$ cat config.mk
export PLATFORM = sky130hd
export DESIGN_NAME = fetch_stage
export DESIGN_NICKNAME = d
export VERILOG_FILES = /design/src/rtl/fetch_stage_pkg.sv /design/src/rtl/fetch_stage_pc_register.sv /design/src/rtl/fetch_stage.sv
export SDC_FILE = /design/constraint.sdc
export NUM_CORES = 1
export LEC_CHECK = 0
export BUFFER_PORTS_ARGS = -buffer_cell sky130_fd_sc_hd__buf_2
export CAP_MARGIN = 20
export CORE_ASPECT_RATIO = 2
export CORE_MARGIN = 1
export CORE_UTILIZATION = 53
export CTS_BUF_LIST = sky130_fd_sc_hd__clkbuf_4 sky130_fd_sc_hd__clkbuf_8
export DETAILED_ROUTE_END_ITERATION = 8
export GPL_ROUTABILITY_DRIVEN = 0
export PLACE_DENSITY = 0.8
export SLEW_MARGIN = 0
export SYNTH_ARGS = -nofsm -noshare
export SYNTH_HDL_FRONTEND = slang
export SYNTH_SLANG_ARGS = --single-unit
$ cat constraint.sdc
create_clock -name clk -period 6.31 [get_ports clk]
set_input_delay 0.9465 -clock clk [delete_from_list [all_inputs] [get_ports clk]]
set_output_delay 0.9465 -clock clk [all_outputs]
set_load 0.01 [all_outputs]
$ cat src/rtl/fetch_stage_pkg.sv
// Shared CPU constants for the fetch stage: reset PC default, NOP word and IF/ID bubble contents.
package fetch_stage_pkg;

  localparam logic [31:0] RESET_PC_DEFAULT = 32'h0000_0000;
  localparam logic [31:0] NOP_INSTR        = 32'h0000_0000;
  localparam logic [31:0] INSTR_BYTES      = 32'd4;
  localparam logic [31:0] WORD_ALIGN_MASK  = 32'hFFFF_FFFC;

  typedef struct packed {
    logic [31:0] pc;
    logic [31:0] pc_plus4;
    logic [31:0] instr;
    logic        valid;
  } if_id_t;

  localparam if_id_t BUBBLE = '{pc: 32'h0000_0000, pc_plus4: 32'h0000_0000,
                                instr: NOP_INSTR, valid: 1'b0};

  // Redirect targets are forced onto a word boundary.
  function automatic logic [31:0] align_word(input logic [31:0] addr);
    return addr & WORD_ALIGN_MASK;
  endfunction

endpackage

$ cat src/rtl/fetch_stage_pc_register.sv
// Program counter register with its next-PC selection (redirect > stall > sequential).
module pc_register
  import fetch_stage_pkg::*;
#(
  parameter logic [31:0] RESET_PC = RESET_PC_DEFAULT
) (
  input  logic        clk,
  input  logic        reset,
  input  logic        stall,
  input  logic        redirect_valid,
  input  logic [31:0] redirect_target,
  output logic [31:0] pc,
  output logic [31:0] pc_plus4
);

  logic [31:0] pc_d;
  logic [31:0] pc_q;

  assign pc       = pc_q;
  assign pc_plus4 = pc_q + INSTR_BYTES;

  always_comb begin
    pc_d = pc_q;
    if (redirect_valid) begin
      pc_d = align_word(redirect_target);
    end else if (!stall) begin
      pc_d = pc_plus4;
    end
  end

  always_ff @(posedge clk or posedge reset) begin
    if (reset) begin
      pc_q <= RESET_PC;
    end else begin
      pc_q <= pc_d;
    end
  end

endmodule

$ cat src/rtl/fetch_stage.sv
// Instruction fetch stage: PC register, combinational imem address, IF/ID pipeline register
// and a count of instructions accepted into IF/ID.
module fetch_stage
  import fetch_stage_pkg::*;
#(
  parameter logic [31:0] RESET_PC = RESET_PC_DEFAULT
) (
  input  logic        clk,
  input  logic        reset,
  input  logic        stall,
  input  logic        flush,
  input  logic        redirect_valid,
  input  logic [31:0] redirect_target,
  output logic [31:0] imem_addr,
  input  logic [31:0] imem_instr,
  output logic [31:0] if_id_pc,
  output logic [31:0] if_id_pc_plus4,
  output logic [31:0] if_id_instr,
  output logic        if_id_valid,
  output logic [31:0] fetch_count
);

  logic [31:0] pc;
  logic [31:0] pc_plus4;
  if_id_t      if_id_d;
  if_id_t      if_id_q;
  logic [31:0] fetch_count_d;
  logic [31:0] fetch_count_q;

  pc_register #(
    .RESET_PC(RESET_PC)
  ) u_pc_register (
    .clk            (clk),
    .reset          (reset),
    .stall          (stall),
    .redirect_valid (redirect_valid),
    .redirect_target(redirect_target),
    .pc             (pc),
    .pc_plus4       (pc_plus4)
  );

  assign imem_addr      = pc;
  assign if_id_pc       = if_id_q.pc;
  assign if_id_pc_plus4 = if_id_q.pc_plus4;
  assign if_id_instr    = if_id_q.instr;
  assign if_id_valid    = if_id_q.valid;
  assign fetch_count    = fetch_count_q;

  // A taken redirect squashes the instruction fetched down the wrong path.
  always_comb begin
    if_id_d       = if_id_q;
    fetch_count_d = fetch_count_q;
    if (flush || redirect_valid) begin
      if_id_d = BUBBLE;
    end else if (!stall) begin
      if_id_d       = '{pc: pc, pc_plus4: pc_plus4, instr: imem_instr, valid: 1'b1};
      fetch_count_d = fetch_count_q + 32'd1;
    end
  end

  always_ff @(posedge clk or posedge reset) begin
    if (reset) begin
      if_id_q       <= BUBBLE;
      fetch_count_q <= 32'd0;
    end else begin
      if_id_q       <= if_id_d;
      fetch_count_q <= fetch_count_d;
    end
  end

endmodule

==> impl_metrics.ini, run 1 <==
[outcome]
status = completed

[power_and_ir_drop]
p_leak_nw = 4.612
power_density_nw_per_um2 = 246.5
ir_drop_mv = 0.2163

[drt]
dr_wl_met3_um = 890
drc = 0
wl_per_cell_um = 16.64
firstDrtPassIters = 4
wl_met2_um = 10300
routed.top_layer = met4
drt_iter0_markers = 244
drtAntennaViolNets = 0
routed_wl_um = 18620
vias_per_cell = 5.300
wl_met1_um = 6845
route.vias.total = 5931

[global_route]
grt_pass1_wl_um = 28890
grt_pass1_vias = 5718
gr-usage-all-layers_pct = 25.81
grt_max_degree = 102
grt_overflow_total = 0
antenna_found_initial = 0

[yosys]
yosysTopAreaCell = dfrtp_1
netlist_top_cells_count = 155 x dfrtp_1, 95 x nor2_1, 67 x mux2i_1, 57 x xnor2_1, 51 x nand2_1
synth_top_area_share_pct = 51.92
synth_edf_count = 0
ys_async_sr_fraction_pct = 100.0
post_synth_main_area_contributors = dfrtp_1 52%, mux2i_1 9.0%, xnor2_1 6.7%
ys_types = 48
netlist_area_um2 = 7471
yosysWarnings = 0
yosysSeqAreaShare_pct = 51.92
synth.most_common_cell = dfrtp_1
syn_avg_cell_area_um2 = 10.33
ys_ff_latch = 155
synth_cells = 723
synthFlopType = dfrtp_1

[timing]
clock_skew_ps = 11.06
slew-limit-headroom_pct = 32.17
max_freq_mhz = 333.5
rsz0062_at_grt = no
setup_viol = 0
layout_min_cycle_time_ps = 2998
worstMarginPinSlew_ps = 1017
hold_viol = 0
final-max-slew-violation-count = 0
fin_tns_setup_ps = 0
period_share_pct = 47.52

[floorplan]
initial_core_util_pct = 54.08
die-area_um2 = 14600
fp.dieW_um = 85.95
core_um2 = 13810
io_pins = 230
die_h_um = 169.9
placementRows = 61

[setup_path]
rr_worst_depth = 6
r2r_slack_ps = 3460
critPathKind = in2reg
cp-start-kind = input port
path_max_fanout = 94
r2r-end = u_pc_register.pc[30]$_DFFE_PP0N_
worstSetupStartpoint = redirect_valid
worstReg2RegStart = u_pc_register.pc[2]$_DFFE_PP0N_
worstSetupEndpointType = flip-flop
crit_arrival_ps = 3330
cp.required_ps = 6640

[cts]
hold_buffers = 0
htree_levels = 4
cts-buffers-inserted = 17
cts.sinks = 155
clock-root-buffer = clkbuf_8
clk_path_buf_depth = 2
post_cts_buffers = 0
clk_pin_slew_worst_paths_ps = 80
cts_tree = done
insertion_delay_ps = 450
post_cts_resized = 0

[finish]
fin_util_pct = 65.45
area_delta_synth_final_pct = 21.02
nNetsFinal = 988
drive_above_1_share_pct = 29.68
fillers = 1147
antenna_cells = 0

[flow_run]
cap_viol_max_count = 0

[place]
hpwl_um = 12970
port_buffers = 221

[min_path]
min_path_type = reg2reg
hold_start = fetch_count[31]$_DFFE_PP0P_
min_path_cells = 1
hold_end = fetch_count[31]$_DFFE_PP0P_
## cell families (layout without fill, tap and decap cells)
kind of cell | Yosys count | in the layout | share of synthesized area (%)
simple gates | 269 | 269 | 18.64
flops | 155 | 155 | 51.92
xor+xnor | 84 | 84 | 9.848
mux | 73 | 73 | 9.881
buf+inv | 72 | 274 | 4.271
compound gates | 67 | 67 | 5.058
fa+ha+maj | 2 | 2 | 0.3349
other cells | 1 | 6 | 0.05019
## worst max-delay path, cell delays in order
cell	delay [ps]
buf_2	620
or2_4	300
buf_4	780
nor2_1	290
mux2_2	360
## power breakdown
part           switching [mW]  internal [mW]  total, mW
Combinational           0.181          0.133      0.315
Sequential             0.0775           1.04       1.12
Clock                   0.382          0.409      0.792
Total                   0.641           1.59       2.23
## sequential cells by signal (all words and copies together) (netlist names)
signal and count:
u_pc_register.pc 30, if_id_pc 30, if_id_pc_plus4 30, if_id_instr 32, fetch_count 32, if_id_valid 1
## worst max-delay path by stage
stage	endpoint
floorplan	fetch_count[0]$_DFFE_PP0P_
CTS	fetch_count[1]$_DFFE_PP0P_
global route	fetch_count[1]$_DFFE_PP0P_
global placement	fetch_count[1]$_DFFE_PP0P_
detailed placement	fetch_count[1]$_DFFE_PP0P_
finish	fetch_count[1]$_DFFE_PP0P_
## layout make-up
cell class                 instances  area [um^2]  area share, %
sequential                       155         3879          42.90
multi-input combinational        501         3294          36.44
timing repair buffer             224         1135          12.55
clock buffer                      19        255.2          2.823
tap                              189        236.5          2.616
clock inverter                    13        168.9          1.868
inverter                          18        72.57         0.8027
## placed cells by master, fill, tap and decap left out, types with 3 or more instances in the layout
| cell | netlist | routed |
|---|---|---|
| nand2_1 | 51 | 51 |
| o21a_1 | 12 | 12 |
| buf_4 | 6 | 3 |
| nand4_1 | 22 | 22 |
| and4_1 | 3 | 3 |
| mux2i_1 | 67 | 67 |
| o21ai_0 | 27 | 27 |
| inv_1 | 17 | 16 |
| nor2b_1 | 9 | 9 |
| clkinv_4 | 0 | 6 |
| nor4_4 | 3 | 3 |
| nor3_1 | 11 | 11 |
| mux2_2 | 6 | 6 |
| nand4b_1 | 3 | 3 |
| conb_1 | 1 | 6 |
| xnor2_1 | 57 | 57 |
| xor2_1 | 27 | 27 |
| nand3_1 | 33 | 33 |
| a21oi_1 | 23 | 23 |
| bufinv_16 | 0 | 3 |
| buf_2 | 20 | 220 |
| dfrtp_1 | 155 | 155 |
| nor4_1 | 8 | 8 |
| nor2_1 | 95 | 95 |
| and3_1 | 7 | 7 |
| clkbuf_8 | 0 | 18 |
| and2_1 | 5 | 5 |
## routing by layer
metal / track usage (%) / vias to the layer above
met2: 46.72 / 198
li1: - / 2810
met5: 0 / -
met4: 12.10 / 0
met1: 27.35 / 2880
met3: 6.693 / 43
## through the flow
step                cell area, um^2  std cells  hold slack [ps]  setup slack, ps  power (mW)
floorplan                      7490        728            503.9             1185       1.332
global placement               8617       1087            458.7             2891       1.445
detailed placement             8617       1087            458.2             2825       1.456
CTS                            9041       1119            469.8             3294       2.254
global route                   9041       1119            500.5             3146       2.323
finish                         9041       1119            469.1             3312       2.229
No activity file was read; power rests on OpenSTA's default activity.
==> run 2, diff against run 1 <==
clock period = 2.85 ns   (was 6.31 ns; I/O delays follow)
==> run 2 against run 1 <==
Compared with the run above: count of clock-buffer cells in the layout up 1; utilization up 0.80 points; power up 130%; die area unchanged; sequential power up 120%; clock skew up 1.8 ps; final cell count up 0.71%; non-clock buffer count up 7; critical path depth up 1.
==> impl_metrics.ini, run 2 (synthesis results as in run 1) <==
[setup_path]
worstSetupEndpointType = flip-flop
critPathMaxStageDelay_ps = 680
path_cells = ha_1, nand3_1, nor4_1, nor2b_1, xnor2_1, o21ai_0
crit_arrival_ps = 2700
r2r_slack_ps = 460
critPathKind = reg2reg
worstSetupStartpoint = u_pc_register.pc[3]$_DFFE_PP0N_
worstReg2RegStart = u_pc_register.pc[3]$_DFFE_PP0N_
cp-start-kind = flip-flop
path_max_fanout = 12
path_buf_inv = 0
cp.required_ps = 3170
crit_family = simple AND/OR/NAND/NOR gates
slowest_stage = nor4_1

[finish]
drive_above_1_share_pct = 30.20
seq_area_um2 = 3879
nNetsFinal = 995
mostFrequentLayoutCells = 220 x buf_2, 155 x dfrtp_1, 95 x nor2_1
postLayoutCellArea_um2 = 9151
final_common_cell = buf_2
area_delta_synth_final_pct = 22.49
multiInputGateArea_um2 = 3294
fillers = 1132
stdcell_count = 1127

[cts]
htree_levels = 4
clk_pin_slew_worst_paths_ps = 90
insertion_delay_ps = 450
post_cts_buffers = 0
clk_path_buf_depth = 2
cts-buffers-inserted = 17
cts_tree = done
hold_buffers = 0
cts.sinks = 155
post_cts_resized = 0
clock-root-buffer = clkbuf_8

[place]
pre_cts_ws_ps = 511.6
port_buffers = 221
dp.cells = 1094
hpwl_um = 12950
placed_area_um2 = 8693

[drt]
firstDrtPassIters = 5
wl_per_cell_um = 16.17
drc = 0
drt_iter0_markers = 219
route.vias.total = 5897
vias_per_cell = 5.232
routed_wl_um = 18230
drtAntennaViolNets = 0

[global_route]
grt_pass1_wl_um = 29220
grt_pass1_vias = 5774
antenna_found_initial = 1
grt_overflow_total = 0
gr-usage-all-layers_pct = 25.99
grt_max_degree = 94

[floorplan]
placementRows = 61
fp.dieW_um = 85.95
die_h_um = 169.9
io_pins = 230
core_um2 = 13810
die-area_um2 = 14600
initial_core_util_pct = 54.08

[power_and_ir_drop]
power_density_nw_per_um2 = 552.2
p_leak_nw = 4.657
ir_drop_mv = 0.3383
p_total_mw = 5.054

[timing]
max_freq_mhz = 419.0
period_share_pct = 83.74
final-max-slew-violation-count = 0
slew-limit-headroom_pct = 32.35
fin_tns_setup_ps = 0
setup_viol = 0
rsz0062_at_grt = no
layout_min_cycle_time_ps = 2387
hold_viol = 0
setup_slack_ps = 463.4
clock_skew_ps = 12.90
worstMarginPinSlew_ps = 1015

[flow_run]
cap_viol_max_count = 0

[outcome]
status = completed

[min_path]
min_path_type = in2async
## run 2: cell count changes in the layout (fill, tap and decap cells not counted), sizes merged
cell,before,now
buf,224,231
bufinv,3,4
clkbuf,19,20
clkinv,9,3
clkinvlp,1,4
diode,0,1
inv,18,19
## run 2: layout make-up
class	instances	area share, %
Sequential cell	155	42.38
Multi-Input combinational cell	501	36.00
Timing Repair Buffer	231	13.25
Clock buffer	20	2.940
Tap cell	189	2.584
Clock inverter	12	2.037
Inverter	18	0.7793
Antenna cell	1	0.02734
## run 2: report_power, final
group          internal, mW  leakage [nW]  switching, mW
Combinational         0.303          2.37          0.397
Sequential             2.31          2.07          0.168
Clock                  1.02         0.220          0.851
## run 2: path summary, 6_finish.rpt
check,end,depth (start not counted)
setup / recovery,u_pc_register.pc[14]$_DFFE_PP0N_,6
hold / removal,if_id_valid$_DFFE_PP0P_,2
setup reg to reg,u_pc_register.pc[14]$_DFFE_PP0N_,6
hold reg to reg,fetch_count[31]$_DFFE_PP0P_,1
max in group asynchronous,if_id_instr[27]$_DFFE_PP0P_,3
min in group clk,u_pc_register.pc[29]$_DFFE_PP0N_,3
## run 2: worst reg2reg max path, cell delays in order, from the launching register on
cell	delay, ps
dfrtp_1	440
ha_1	240
nand3_1	430
nor4_1	690
nor2b_1	240
xnor2_1	140
o21ai_0	90
## run 2: per-stage QoR
step / hold slack [ps] / utilization, %
floorplan: 503.9 / -
global placement: 456.5 / 62.93
detailed placement: 451.4 / 62.93
CTS: 61.68 / 66.23
global route: 95.58 / 66.24
finish: 70.40 / 66.24
## run 2: routing by layer
layer  vias up  share of wire, %  GRT usage (%)  wire [um]
met5         -                 0              0          0
met4         0               3.6          12.75        660
met3        40               4.9          5.868        886
met2       219                54          46.27       9874
met1      2807                37          28.60       6807
li1       2831                 -              -          -
==> run 3, diff against run 2 <==
CORE_UTILIZATION = 48   (was 53)
PLACE_DENSITY = 0.77   (was 0.8)
clock period = 2.16 ns   (was 2.85 ns; I/O delays follow)
==> run 3 against run 2 <==
Compared with the run above: sequential power up 31%; largest cell class unchanged; combinational power increased by 46%; power increased by 28%; critical path type unchanged; critical endpoint is now u_pc_register.pc[24]$_DFFE_PP0N_; cell area increased by 1.9%.
==> impl_metrics.ini, run 3 (synthesis results as in run 1) <==
[finish]
postLayoutCellArea_um2 = 9329
final_common_cell = buf_2
fin_util_pct = 61.32
stdcell_count = 1162
nNetsFinal = 1021
fillers = 1368
seq_area_um2 = 3879
area_delta_synth_final_pct = 24.87
drive_above_1_share_pct = 32.19
multiInputGateArea_um2 = 3306
mostFrequentLayoutCells = 220 x buf_2, 155 x dfrtp_1, 95 x nor2_1

[global_route]
grt_pass1_wl_um = 30040
grt_overflow_total = 0
grt_max_degree = 80
gr-usage-all-layers_pct = 23.90
grt_pass1_vias = 5845
antenna_found_initial = 0

[cts]
htree_levels = 4
cts.sinks = 155
post_cts_buffers = 0
cts_tree = done
cts-buffers-inserted = 17
insertion_delay_ps = 460
clk_path_buf_depth = 2
clock-root-buffer = clkbuf_8
clk_pin_slew_worst_paths_ps = 100

[floorplan]
fp.dieW_um = 90.22
core_um2 = 15210
die-area_um2 = 16100
io_pins = 230
placementRows = 64
initial_core_util_pct = 49.10
die_h_um = 178.4

[place]
placed_area_um2 = 8905
pre_cts_ws_ps = 11.09
port_buffers = 221
hpwl_um = 14030
dp.cells = 1128

[timing]
period_share_pct = 92.24
rsz0062_at_grt = no
layout_min_cycle_time_ps = 1992
slew-limit-headroom_pct = 62.48
setup_slack_ps = 167.7
hold_viol = 0
worstMarginPinSlew_ps = 562.8
hold_ws_ps = 70.20
max_freq_mhz = 501.9
fin_tns_setup_ps = 0
clock_skew_ps = 19.09
final-max-slew-violation-count = 0
setup_viol = 0

[setup_path]
cp-start-kind = flip-flop
path_cells = ha_1, nand3_2, buf_4, nor4_2, buf_4, nand3_1, xor2_1, o21ai_0
path_max_fanout = 8
critPathMaxStageDelay_ps = 370
slowest_stage = dfrtp_1
worstSetupEndpointType = flip-flop
critPathKind = reg2reg
crit_arrival_ps = 2360
r2r_slack_ps = 170
crit_path_frequent_cell = buf_4
cp.required_ps = 2530

[flow_run]
cap_viol_max_count = 0

[power_and_ir_drop]
ir_drop_mv = 0.4135
power_density_nw_per_um2 = 695.6
p_total_mw = 6.490
p_leak_nw = 4.774

[drt]
drc = 0
drtAntennaViolNets = 0
drt_iter0_markers = 252
vias_per_cell = 5.127
wl_per_cell_um = 16.41
firstDrtPassIters = 4
route.vias.total = 5957
routed_wl_um = 19070

[min_path]
min_path_type = in2reg

[outcome]
status = completed
[run 3: cell count changes in the layout (fill, tap and decap cells not counted), sizes merged]
| cell | before | now |
|---|---|---|
| inv | 19 | 17 |
| buf | 231 | 256 |
| clkinv | 3 | 6 |
| bufinv | 4 | 2 |
| clkinvlp | 4 | 3 |
| clkbuf | 20 | 22 |
| dlygate4sd3 | 0 | 1 |
[run 3: worst paths after layout]
path | to | start | cells after the start
max | u_pc_register.pc[24]$_DFFE_PP0N_ | u_pc_register.pc[3]$_DFFE_PP0N_ | 8
min | u_pc_register.pc[11]$_DFFE_PP0N_ | redirect_target[11] | 3
max reg2reg | u_pc_register.pc[24]$_DFFE_PP0N_ | u_pc_register.pc[3]$_DFFE_PP0N_ | 8
min reg2reg | fetch_count[31]$_DFFE_PP0P_ | fetch_count[31]$_DFFE_PP0P_ | 1
max in group asynchronous | if_id_instr[30]$_DFFE_PP0P_ | reset | 4
min in group asynchronous | if_id_pc[24]$_DFFE_PP0P_ | reset | 3
[run 3: timing repair]
item,CTS,global route
hold endpoints to repair,10,0
gates resized for setup,1,1
pin swaps,0,0
setup endpoints to repair,1,1
hold buffers,1,0
[run 3: area by class of cell]
cell class | count | share of cell area, %
sequential | 155 | 41.58
multi-input combinational | 501 | 35.43
timing repair buffer | 257 | 15.25
clock buffer | 22 | 3.045
tap | 198 | 2.656
clock inverter | 10 | 1.247
inverter | 18 | 0.7645
antenna | 1 | 0.02682
[run 3: critical path: cells and delay by family (launching register included)]
kind | cells | cell delay [ps]
and+or+nand+nor | 3 | 610
buffers and inverters | 2 | 410
DFF | 1 | 370
adders and majority gates | 1 | 230
xor gates and xnor gates | 1 | 150
AOI/OAI and AO/OA | 1 | 150
[run 3: layer usage]
metal / track usage (%) / share of wire (%) / up-vias
li1: - / - / 2883
met3: 4.604 / 4.0 / 36
met2: 44.85 / 57 / 173
met4: 11.16 / 2.5 / 0
met1: 25.53 / 37 / 2865
met5: 0 / 0 / -
[run 3: report_power, final]
group / switching [mW] / internal, mW / leakage, nW
clock network: 1.10 / 1.13 / 0.203
logic: 0.576 / 0.446 / 2.50
registers: 0.190 / 3.05 / 2.07
total: 1.86 / 4.63 / 4.77
